--- config.mk ---
export PLATFORM = sky130hd
export DESIGN_NAME = clock_period_meter
export DESIGN_NICKNAME = d
export VERILOG_FILES = /design/src/rtl/clock_period_meter.sv
export SDC_FILE = /design/constraint.sdc
export NUM_CORES = 1
export LEC_CHECK = 0
export ABC_AREA = 1
export CAP_MARGIN = 15
export CORE_UTILIZATION = 57
export DETAILED_ROUTE_END_ITERATION = 8
export MAX_ROUTING_LAYER = met4
export PLACE_DENSITY = 0.79
export SYNTH_ARGS = -nofsm -noshare
export SYNTH_HDL_FRONTEND = slang
export SYNTH_SLANG_ARGS = --single-unit
--- constraint.sdc ---
create_clock -name i_clk -period 2.05 [get_ports i_clk]
set_input_delay 0.205 -clock i_clk [delete_from_list [all_inputs] [get_ports i_clk]]
set_output_delay 0.205 -clock i_clk [all_outputs]
set_load 0.03 [all_outputs]
--- src/rtl/clock_period_meter.sv ---
// Measures period and high time of a slow clock s_clk in i_clk cycles and flags a stopped clock.
// Latency: 2 i_clk edges from s_clk sample to o_valid/o_stall, 3 with CLOCK_PERIOD_METER_SYNC_EN defined.
// No backpressure: o_valid is a one-cycle pulse, results hold until the next measurement.
module clock_period_meter #(
    parameter int WIDTH   = 16,
    parameter int TIMEOUT = 1000
) (
    input  logic             i_clk,
    input  logic             reset,
    input  logic             s_clk,
    output logic [WIDTH-1:0] period,
    output logic [WIDTH-1:0] high_time,
    output logic             o_valid,
    output logic             o_stall
);

    typedef enum logic [1:0] {
        WAIT_RISE = 2'd0,
        HIGH_PH   = 2'd1,
        LOW_PH    = 2'd2
    } state_t;

    localparam logic [WIDTH-1:0] ONE      = WIDTH'(1);
    localparam logic [WIDTH-1:0] IDLE_LIM = WIDTH'(TIMEOUT - 1);

    logic s_q;
    logic s_d;
    logic rise;
    logic fall;
    logic timeout_hit;

    state_t           state;
    state_t           state_nxt;
    logic [WIDTH-1:0] cnt_per;
    logic [WIDTH-1:0] cnt_per_nxt;
    logic [WIDTH-1:0] cnt_hi;
    logic [WIDTH-1:0] cnt_hi_nxt;
    logic [WIDTH-1:0] idle_cnt;
    logic [WIDTH-1:0] idle_cnt_nxt;
    logic [WIDTH-1:0] period_nxt;
    logic [WIDTH-1:0] high_time_nxt;
    logic             valid_nxt;
    logic             stall_nxt;

`ifdef CLOCK_PERIOD_METER_SYNC_EN
    // Two-flop synchronizer for an s_clk asynchronous to i_clk.
    logic s_meta;

    always_ff @(posedge i_clk) begin
        if (!reset) begin
            s_meta <= 1'b0;
            s_q    <= 1'b0;
        end else begin
            s_meta <= s_clk;
            s_q    <= s_meta;
        end
    end
`else
    always_ff @(posedge i_clk) begin
        if (!reset) begin
            s_q <= 1'b0;
        end else begin
            s_q <= s_clk;
        end
    end
`endif

    always_ff @(posedge i_clk) begin
        if (!reset) begin
            s_d <= 1'b0;
        end else begin
            s_d <= s_q;
        end
    end

    assign rise = s_q & ~s_d;
    assign fall = ~s_q & s_d;

    // An edge in the threshold cycle takes priority over the timeout.
    assign timeout_hit = (idle_cnt == IDLE_LIM) && !rise && !fall;

    always_comb begin
        state_nxt     = state;
        cnt_per_nxt   = cnt_per;
        cnt_hi_nxt    = cnt_hi;
        period_nxt    = period;
        high_time_nxt = high_time;
        valid_nxt     = 1'b0;
        stall_nxt     = o_stall;

        if (rise || fall) begin
            idle_cnt_nxt = '0;
        end else if (timeout_hit || (state == WAIT_RISE && o_stall)) begin
            idle_cnt_nxt = idle_cnt;
        end else begin
            idle_cnt_nxt = idle_cnt + ONE;
        end

        case (state)
            WAIT_RISE: begin
                cnt_per_nxt = '0;
                cnt_hi_nxt  = '0;
                if (rise) begin
                    cnt_per_nxt = ONE;
                    cnt_hi_nxt  = ONE;
                    stall_nxt   = 1'b0;
                    state_nxt   = HIGH_PH;
                end
            end
            HIGH_PH: begin
                cnt_per_nxt = cnt_per + ONE;
                if (fall) begin
                    state_nxt = LOW_PH;
                end else begin
                    cnt_hi_nxt = cnt_hi + ONE;
                end
            end
            LOW_PH: begin
                if (rise) begin
                    period_nxt    = cnt_per;
                    high_time_nxt = cnt_hi;
                    valid_nxt     = 1'b1;
                    cnt_per_nxt   = ONE;
                    cnt_hi_nxt    = ONE;
                    state_nxt     = HIGH_PH;
                end else begin
                    cnt_per_nxt = cnt_per + ONE;
                end
            end
            default: begin
                state_nxt   = WAIT_RISE;
                cnt_per_nxt = '0;
                cnt_hi_nxt  = '0;
            end
        endcase

        if (timeout_hit) begin
            stall_nxt   = 1'b1;
            state_nxt   = WAIT_RISE;
            cnt_per_nxt = '0;
            cnt_hi_nxt  = '0;
            valid_nxt   = 1'b0;
        end
    end

    always_ff @(posedge i_clk) begin
        if (!reset) begin
            state     <= WAIT_RISE;
            cnt_per   <= '0;
            cnt_hi    <= '0;
            idle_cnt  <= '0;
            period    <= '0;
            high_time <= '0;
            o_valid   <= 1'b0;
            o_stall   <= 1'b0;
        end else begin
            state     <= state_nxt;
            cnt_per   <= cnt_per_nxt;
            cnt_hi    <= cnt_hi_nxt;
            idle_cnt  <= idle_cnt_nxt;
            period    <= period_nxt;
            high_time <= high_time_nxt;
            o_valid   <= valid_nxt;
            o_stall   <= stall_nxt;
        end
    end

endmodule

== Word-level counts from Yosys, hierarchy flattened ==
Cells that the tools add are included.

* Bitwise logic cells: 6
* Mux-type cells: 13
* Equality and inequality tests: 7
* $add $sub $neg: 3
* Reduce and logical (&&, ||, !) cells: 18

{| class="wikitable"
|+ Operator list
! cell !! count
|-
| $pmux W16 S3 || 2
|-
| $add A16 B1 Y16 const B || 3
|-
| $mux W16 || 3
|-
| $eq A16 B10 Y1 const B || 1
|-
| $reduce_and A2 Y1 || 4
|-
| $ne A2 B2 Y1 const B || 3
|-
| $reduce_or A2 Y1 || 3
|-
| $mux W1 || 5
|-
| $mux W2 || 2
|-
| $not A1 Y1 || 4
|-
| $pmux W2 S2 || 1
|-
| $reduce_bool A2 Y1 || 2
|-
| $logic_and A1 B1 Y1 || 3
|-
| $reduce_or A3 Y1 || 1
|-
| $and A1 B1 Y1 || 2
|-
| $eq A2 B1 Y1 const B || 1
|-
| $eq A2 B2 Y1 const B || 1
|-
| $logic_not A1 Y1 || 2
|-
| $logic_not A2 Y1 || 1
|-
| $logic_or A1 B1 Y1 || 2
|-
| $ne A2 B1 Y1 const B || 1
|}

* Output and inout port bits: 34
* Input bits: 3
* Word-level logic and storage cells: 57
* Register bits: 86

== Depth between registers and ports, before layout ==
Gate-level depths: netlist of run 1.

* Depth in word-level cells: 7
* Mapped depth: 11
* Mapped depth without buffers: 10

== Worst setup path before layout of run 1 ==
OpenSTA, ideal clock, no wires.

* Path type: reg-to-reg
* Start: reg s_d
* End: reg cnt_per[11]
* Period minus slack after synthesis: 1.526 ns
* Arrival: 1.411 ns
* Setup time: 0.115 ns
* Cell stages (with the launch flop): 11
* Required time: 1.935 ns
* Slack: 0.524 ns
* Buffers on the path: 2
* Path through: dfxtp_1 -> inv_1 -> ha_1 -> buf_2 -> inv_2 -> nand3_1 -> nor2_1 -> nand2_4 -> nand3_4 -> buf_4 -> nor2_1

* Cells in the longest elaborated chain, start to end: 6
* Elaborated cells on any way between the ends: 10
* Classes of those cells: mux (2); bitwise (3); reduce/logical (5)

{| class="wikitable"
|+ Ends and longest elaborated chain
! item !! RTL line !! RTL
|-
| start: declaration || 27 || <nowiki>logic s_d;</nowiki>
|-
| start signal: assignment || 72 || <nowiki>s_d <= s_q;</nowiki>
|-
| $not A1 Y1 (*) || 76 || <nowiki>assign rise = s_q & ~s_d;</nowiki>
|-
| $and A1 B1 Y1 (*) || 76 ||
|-
| net rise || 28 || <nowiki>logic rise;</nowiki>
|-
| $logic_not A1 Y1 || 80 || <nowiki>assign timeout_hit = (idle_cnt == IDLE_LIM) && !rise && !fall;</nowiki>
|-
| $logic_and A1 B1 Y1 (2 in series) || 80 ||
|-
| $reduce_or A2 Y1 (no line) || - ||
|-
| end signal: assignment || 158 || <nowiki>cnt_per <= cnt_per_nxt;</nowiki>
|-
| end: declaration || 34 || <nowiki>logic [WIDTH-1:0] cnt_per;</nowiki>
|}

Mark *: on every way through the listed nets, which the timed path passes. The rest lies on a longest branch.
A chain may end at the register's enable or synchronous reset.

== Final worst setup path of run 1 ==
* Start: reg s_q
* End: reg cnt_hi[15]

* Cells in the longest elaborated chain, start to end: 5
* Elaborated cells on any way between the ends: 11
* Classes of those cells: eq/ne (2); bitwise (3); reduce/logical (6)

{| class="wikitable"
|+ Ends and longest elaborated chain
! item !! RTL line !! RTL
|-
| start: declaration || 26 || <nowiki>logic s_q;</nowiki>
|-
| start signal: assignment || 63 || <nowiki>s_q <= s_clk;</nowiki>
|-
| $and A1 B1 Y1 or $not A1 Y1 (tied branches) || 76, 77 ||
|-
| $logic_not A1 Y1 or $and A1 B1 Y1 (tied branches) || 80, 77 ||
|-
| $logic_and A1 B1 Y1 or $logic_not A1 Y1 (tied branches) || 80 ||
|-
| $logic_and A1 B1 Y1 || 80 ||
|-
| $reduce_or A2 Y1 (no line) || - ||
|-
| end signal: assignment || 159 || <nowiki>cnt_hi <= cnt_hi_nxt;</nowiki>
|-
| end: declaration || 36 || <nowiki>logic [WIDTH-1:0] cnt_hi;</nowiki>
|}

Several ways; a longest one is shown, not always the timed one.

==> reports/results.md, run 1 <==
| Result | Value |
|---|---|
| Crit start category | flip-flop |
| Area delta synth->final | 15.0% |
| Number of hold-repair buffers added at the cts stage | 0 |
| Post-route ant nets | 0 |
| Clock Root Buffer | clkbuf_8 |
| Hold WS | 398 ps |
| Upper clock frequency limit | 599 MHz |
| Initial Utilization | 58.7% |
| Clock transition at the registers of the reported paths | 90 ps |
| Max rail drop VDD | 0.000316 V |
| Total number of placement rows | 30 |
| Die width | 85.4 um |
| Clock tree from TritonCTS | yes |
| Clock period minus worst slack | 1670 ps |
| Full die area | 7300 um^2 |
| Congestion Overflow GR | 0 |
| Via-to-Cell Ratio | 5.35 |
| Core area | 6760 um^2 |
| Layout Nets | 598 |
| PD cells | 624 nW/um^2 |
| Setup fix buffers added after clock tree synthesis | 0 |
| Cell mode on critical path | inv_1 |
| Setup repair after global routing missed its margin | false |
| Synth Flop Type | dfxtp_1 |
| Number of global-route vias before repair | 3309 |
| Crit path largest cell delay | 360 ps |
| Routed wirelength normalized by instance count | 12.5 um |
| Master of the slowest instance on the critical path | dfxtp_1 |
| Die H | 85.4 um |
| Clock latency reported for the late side of the worst-skew pair | 350 ps |
| Final Setup Violations | 0 |
| Port Buffer Count | 36 |
| Number of optimization iterations in the first detailed-route pass | 5 |
| Summed negative setup slack over all endpoints | 0 ps |
| Max transition margin | 68.6% |
| Worst clock skew on the final layout | 14.5 ps |
| WP data required | 2300 ps |
| Filler-free cell count of the finished design | 675 |
| Number of antenna violations at the first check in global routing | 0 |
| Average size of a mapped cell | 7.13 um^2 |
| Multi-input logic area | 1960 um^2 |
| Unique masters post-synth | 33 |
| Fraction of registers with async set/reset | 0% |
| Buffer levels on the longest clock path | 2 |
| Count of final hold-check violations | 0 |
| Combined flip-flop and latch cell area | 1720 um^2 |
| Synth Warn # | 0 |
| Crit path arrival time | 1920 ps |
| Cell area after synthesis | 3970 um^2 |
| Portion of the clock cycle consumed by the worst path in the final layout | 81.5% |
| Drt total wl | 8440 um |
| Leakage power | 0.00155 uW |
| Sinks on Clock Net | 86 |
| Initial drt markers | 230 |
| Critical Path, Cell by Cell | inv_1, ha_1, inv_1, nand3_1, nor2_1, nand2_4, nand3_4, inv_1, nand2_1, nor2_1 |
| Largest driver fanout on the critical path | 28 |
| Placed wire-length estimate | 5990 um |
| Run status | completed |
| Total CTS buffers | 9 |
| Total Routing Usage GR | 26.3% |
| Routability Congestion | 0.898 |
| Worst setup EP type | flip-flop |
| CTS-repair resized insts | 0 |
| Finished layout cell area | 4560 um^2 |
| Total vias in the final route | 3608 |
| Area after DPL | 4390 um^2 |
| Antenna Cells | 0 |
| Pin count of the biggest net entering global routing | 33 |
| Final-layout fill cell count | 585 |
| Fraction of the yosys area taken by sequential cells | 43.4% |
| Total I/O pin count | 37 |
| Total of flip-flops plus latches after synthesis | 86 |
| Min-Delay Path Class | input pin to flip-flop |
| Number of placed cells counting well taps | 659 |
| MaxCap Viol Count | 0 |
| Total DRC errors in the routed layout | 0 |
| Number of standard cells after synthesis | 557 |
| H-tree level count | 3 |
| EDFF count, synth | 0 |
| Share of layout cells above drive strength 1 | 7.23% |
| Measured slew at the worst slew-check pin | 470 ps |
| Nets in the synthesized netlist | 565 |
| Max-slew violation total from the final report | 0 |
| Category of the most critical setup path | flip-flop to flip-flop |
| Global-route wire length before repair | 14900 um |
| Overall power consumption | 2850 uW |
-- routing by layer --
metal | vias up | share of wire (%) | GRT usage, %
met3 | 9 | 5.8 | 4.09
met1 | 1636 | 46 | 33.9
met4 | 0 | 1.0 | 10.2
met2 | 100 | 47 | 41.5
li1 | 1863 | - | -
met5 | - | 0 | -
-- power breakdown --
group | internal [uW] | switching [uW] | total [uW]
clock | 447 | 609 | 1060
combinational | 29.0 | 71.0 | 100
sequential | 1680 | 14.1 | 1690
total | 2160 | 694 | 2850
-- cell type report --
cell class / count / share of cell area (%)
Timing Repair Buffer: 42 / 9.16
Tap cell: 80 / 2.19
Multi-Input combinational cell: 400 / 43.0
Clock buffer: 10 / 2.80
Sequential cell: 86 / 37.7
Inverter: 51 / 4.19
Clock inverter: 6 / 0.987
-- flip-flops by register name, indices dropped and copies added (netlist names) --
register and cells:
cnt_hi 16, cnt_per 16, high_time 16, idle_cnt 16
period 16, state 2, o_stall 1, o_valid 1
s_d 1, s_q 1
-- final timing paths --
kind              cells past startpoint  slack (ps)    endpoint   from
setup / recovery                     10         380  cnt_hi[15]    s_q
hold / removal                        3         400         s_q  s_clk
setup reg to reg                     10         380  cnt_hi[15]    s_q
hold reg to reg                       2         460         s_d    s_q
-- placed cells by master (no fill, tap or decap), types with 2 or more instances in the layout --
cell type	netlist	layout
a21oi_1	51	51
buf_4	2	5
clkbuf_8	0	9
clkdlybuf4s50_1	0	36
clkinvlp_4	0	3
dfxtp_1	86	86
ha_1	5	5
inv_1	48	48
inv_2	3	3
inv_6	0	2
nand2_1	129	129
nand2_2	3	3
nand2_4	3	3
nand3_1	65	65
nand4_1	12	12
nor2_1	74	74
nor2_2	6	6
nor2_4	2	2
nor3_1	7	7
nor3b_1	3	3
o21ai_0	10	10
xnor2_1	3	3
xor2_1	17	17
-- through the flow --
stage,setup WS (ps),utilization (%)
2_1_floorplan,524,-
3_3_place_gp,415,65.0
3_5_place_dp,373,65.0
4_1_cts,361,67.6
5_1_grt,149,67.6
6_report,380,67.6
-- worst max-delay path, delay by kind of cell, from the launching register on --
kind                       cells  cell delay [ps]
and+or+nand+nor                6              790
DFF                            1              360
buffers and inverters          3              220
adders and majority gates      1              200
-- logic make-up after synthesis --
family,after synthesis,share of synthesized area [%]
and+or+nand+nor,308,34.6
DFF,86,43.4
buffers and inverters,71,7.22
AOI/OAI and AO/OA,67,8.83
xor gates and xnor gates,20,4.41
adders and majority gates,5,1.58
-- synthesized netlist by cell type, drive strengths merged, types with 3 or more instances --
| master | number | area [um^2] |
|---|---|---|
| o21ai | 10 | 50.1 |
| nand2 | 135 | 537 |
| nand4 | 12 | 75.1 |
| xor2 | 17 | 149 |
| clkbuf | 15 | 58.8 |
| xnor2 | 3 | 26.3 |
| dfxtp | 86 | 1720 |
| ha | 5 | 62.6 |
| buf | 5 | 36.3 |
| inv | 51 | 191 |
| nor3 | 8 | 45.0 |
| a21oi | 52 | 264 |
| nor2 | 82 | 338 |
| nor3b | 3 | 22.5 |
| nand3 | 66 | 343 |
No activity file was read; power rests on OpenSTA's default activity.
==> run 2: changes to the inputs <==
--- a/config.mk
+++ b/config.mk
@@ -7,10 +7,10 @@
 export LEC_CHECK = 0
 export ABC_AREA = 1
 export CAP_MARGIN = 15
-export CORE_UTILIZATION = 57
+export CORE_UTILIZATION = 51
 export DETAILED_ROUTE_END_ITERATION = 8
 export MAX_ROUTING_LAYER = met4
-export PLACE_DENSITY = 0.79
+export PLACE_DENSITY = 0.75
 export SYNTH_ARGS = -nofsm -noshare
 export SYNTH_HDL_FRONTEND = slang
 export SYNTH_SLANG_ARGS = --single-unit
==> constraint.sdc (replaced) <==
create_clock -name i_clk -period 1.4 [get_ports i_clk]
set_input_delay 0.14 -clock i_clk [delete_from_list [all_inputs] [get_ports i_clk]]
set_output_delay 0.14 -clock i_clk [all_outputs]
set_load 0.03 [all_outputs]
==> reports/results.md, run 2 (same netlist as run 1, synthesis figures left out) <==
| Result | Value |
|---|---|
| Run status | finished with violations |
| Violations in the final reports | negative setup slack |
| Layout Nets | 652 |
| Summed negative setup slack over all endpoints | -107 ps |
| Total Routing Usage GR | 25.0% |
| Clock Root Buffer | clkbuf_8 |
| Die H | 90.2 um |
| Port Buffer Count | 36 |
| Drt total wl | 9870 um |
| Number of global-route vias before repair | 3711 |
| Sinks on Clock Net | 86 |
| Buf+Inv Stages, Crit Path | 3 |
| Crit path largest cell delay | 370 ps |
| Total number of placement rows | 31 |
| Minimum setup slack after placement | -102 ps |
| MaxCap Viol Count | 0 |
| Total vias in the final route | 3950 |
| WP data required | 1690 ps |
| Global-route wire length before repair | 16100 um |
| Clock latency reported for the late side of the worst-skew pair | 360 ps |
| Min-Delay Path Class | input pin to flip-flop |
| Buffer levels on the longest clock path | 2 |
| Initial drt markers | 231 |
| Area after DPL | 4870 um^2 |
| Die width | 90.2 um |
| Largest driver fanout on the critical path | 15 |
| Number of antenna violations at the first check in global routing | 0 |
| Critical Path, Cell by Cell | inv_4, ha_4, inv_4, nand3_4, nor2_4, nand2_4, nand3_4, buf_12, nor3_1 |
| Clock tree from TritonCTS | yes |
| Total CTS buffers | 9 |
| Delay-heaviest family, CP | simple AND/OR/NAND/NOR gates |
| Overall power consumption | 4400 uW |
| Setup fix buffers added after clock tree synthesis | 0 |
| Initial Utilization | 53.9% |
| Max transition margin | 78.7% |
| Antenna Cells | 0 |
| Measured slew at the worst slew-check pin | 321 ps |
| Routability Congestion | 0.901 |
| Full die area | 8140 um^2 |
| Total DRC errors in the routed layout | 0 |
| Count of final hold-check violations | 0 |
| Core area | 7370 um^2 |
| H-tree level count | 3 |
| Worst clock skew on the final layout | 11.8 ps |
| Worst setup EP type | flip-flop |
| Master of the slowest instance on the critical path | dfxtp_4 |
| Area delta synth->final | 34.5% |
| Finished Core Util | 72.4% |
| Category of the most critical setup path | flip-flop to flip-flop |
| Number of hold-repair buffers added at the cts stage | 0 |
| Crit path arrival time | 1720 ps |
| Routed wirelength normalized by instance count | 13.2 um |
| Number of optimization iterations in the first detailed-route pass | 5 |
| Pin count of the biggest net entering global routing | 28 |
| Share of layout cells above drive strength 1 | 25.4% |
| Most frequent standard cell in the layout excluding fill and tap cells | nand2_1 |
| Clock period minus worst slack | 1440 ps |
| Portion of the clock cycle consumed by the worst path in the final layout | 103% |
| Placed wire-length estimate | 6650 um |
| Combined flip-flop and latch cell area | 1740 um^2 |
| Clock transition at the registers of the reported paths | 80 ps |
| Max rail drop VDD | 0.000544 V |
| Max-slew violation total from the final report | 0 |
| Crit start category | flip-flop |
| Total I/O pin count | 37 |
| Congestion Overflow GR | 0 |
| Final Setup Violations | 9 |
| Final critical-path setup slack | -35.6 ps |
| PD cells | 824 nW/um^2 |
| Final-layout fill cell count | 573 |
| Finished layout cell area | 5340 um^2 |
| Setup repair after global routing missed its margin | true |
| Most frequent cells in the layout | 115 x nand2_1, 73 x dfxtp_1, 60 x nand3_1, 58 x nor2_1, 51 x buf_4 |
| Post-route ant nets | 0 |
| Via-to-Cell Ratio | 5.28 |
| Leakage power | 0.00204 uW |
| Upper clock frequency limit | 697 MHz |
| Multi-input logic area | 2250 um^2 |
[run 2: cell types whose count changed in the layout (fill, tap and decap cells not counted), moves of 13 or more]
| cell | before | now |
|---|---|---|
| nor2_1 | 74 | 58 |
| buf_4 | 5 | 51 |
| dlygate4sd2_1 | 0 | 34 |
| clkdlybuf4s50_1 | 36 | 2 |
| nand2_1 | 129 | 115 |
| dfxtp_1 | 86 | 73 |
[run 2: final timing paths]
| kind | startpoint | cells past startpoint | slack, ps | endpoint |
|---|---|---|---|---|
| worst max-delay path | s_q | 9 | -40 | cnt_per[15] |
| worst min-delay path | s_clk | 3 | 320 | s_q |
| worst max register to register | s_q | 9 | -40 | cnt_per[15] |
| worst min register to register | period[0] | 2 | 460 | period[0] |
[run 2: what timing repair did]
action	4_1_cts	5_1_grt
endpoints found under the setup margin	117	82
pin swaps	6	19
gates resized for setup	59	67
[run 2: area by class of cell]
type	instances	share of cell area, %
Multi-Input combinational cell	400	42.1
Tap cell	99	2.32
Timing Repair Buffer	96	15.6
Clock buffer	11	2.84
Sequential cell	86	32.6
Clock inverter	5	0.774
Inverter	51	3.73
[run 2: metrics by stage]
step / instances / hold slack (ps)
after global placement: 732 / 427
after global routing: 748 / 367
after CTS: 748 / 315
after detailed placement: 732 / 435
after floorplan: 557 / 233
final: 748 / 321
[run 2: power breakdown]
group / internal [uW] / total (uW) / switching (uW)
Combinational: 96.2 / 239 / 143
Clock: 754 / 1670 / 920
Sequential: 2460 / 2480 / 20.7
Total: 3310 / 4400 / 1080
[run 2: worst reg2reg max path, cell delays in order (launching register included)]
cell and delay, ps:
dfxtp_4 370, inv_4 60, ha_4 150, inv_4 40, nand3_4 80, nor2_4 40, nand2_4 140, nand3_4 150
buf_12 190, nor3_1 150
[run 2: layer usage]
metal,part of all wire [%],up-vias,GRT usage (%),wire (um)
li1,-,1981,-,-
met1,45,1831,29.9,4430
met2,48,115,41.2,4760
met3,4.4,23,3.81,438
met4,2.4,0,12.1,233
met5,0,-,-,0
==> run 3: changes to the inputs <==
--- a/config.mk
+++ b/config.mk
@@ -8,9 +8,11 @@
 export ABC_AREA = 1
 export CAP_MARGIN = 15
 export CORE_UTILIZATION = 51
+export CTS_CLUSTER_SIZE = 12
 export DETAILED_ROUTE_END_ITERATION = 8
 export MAX_ROUTING_LAYER = met4
 export PLACE_DENSITY = 0.75
+export SLEW_MARGIN = 15
 export SYNTH_ARGS = -nofsm -noshare
 export SYNTH_HDL_FRONTEND = slang
 export SYNTH_SLANG_ARGS = --single-unit
==> results of run 3 <==
Final layout, timing and power as in run 2 (identical DEF).
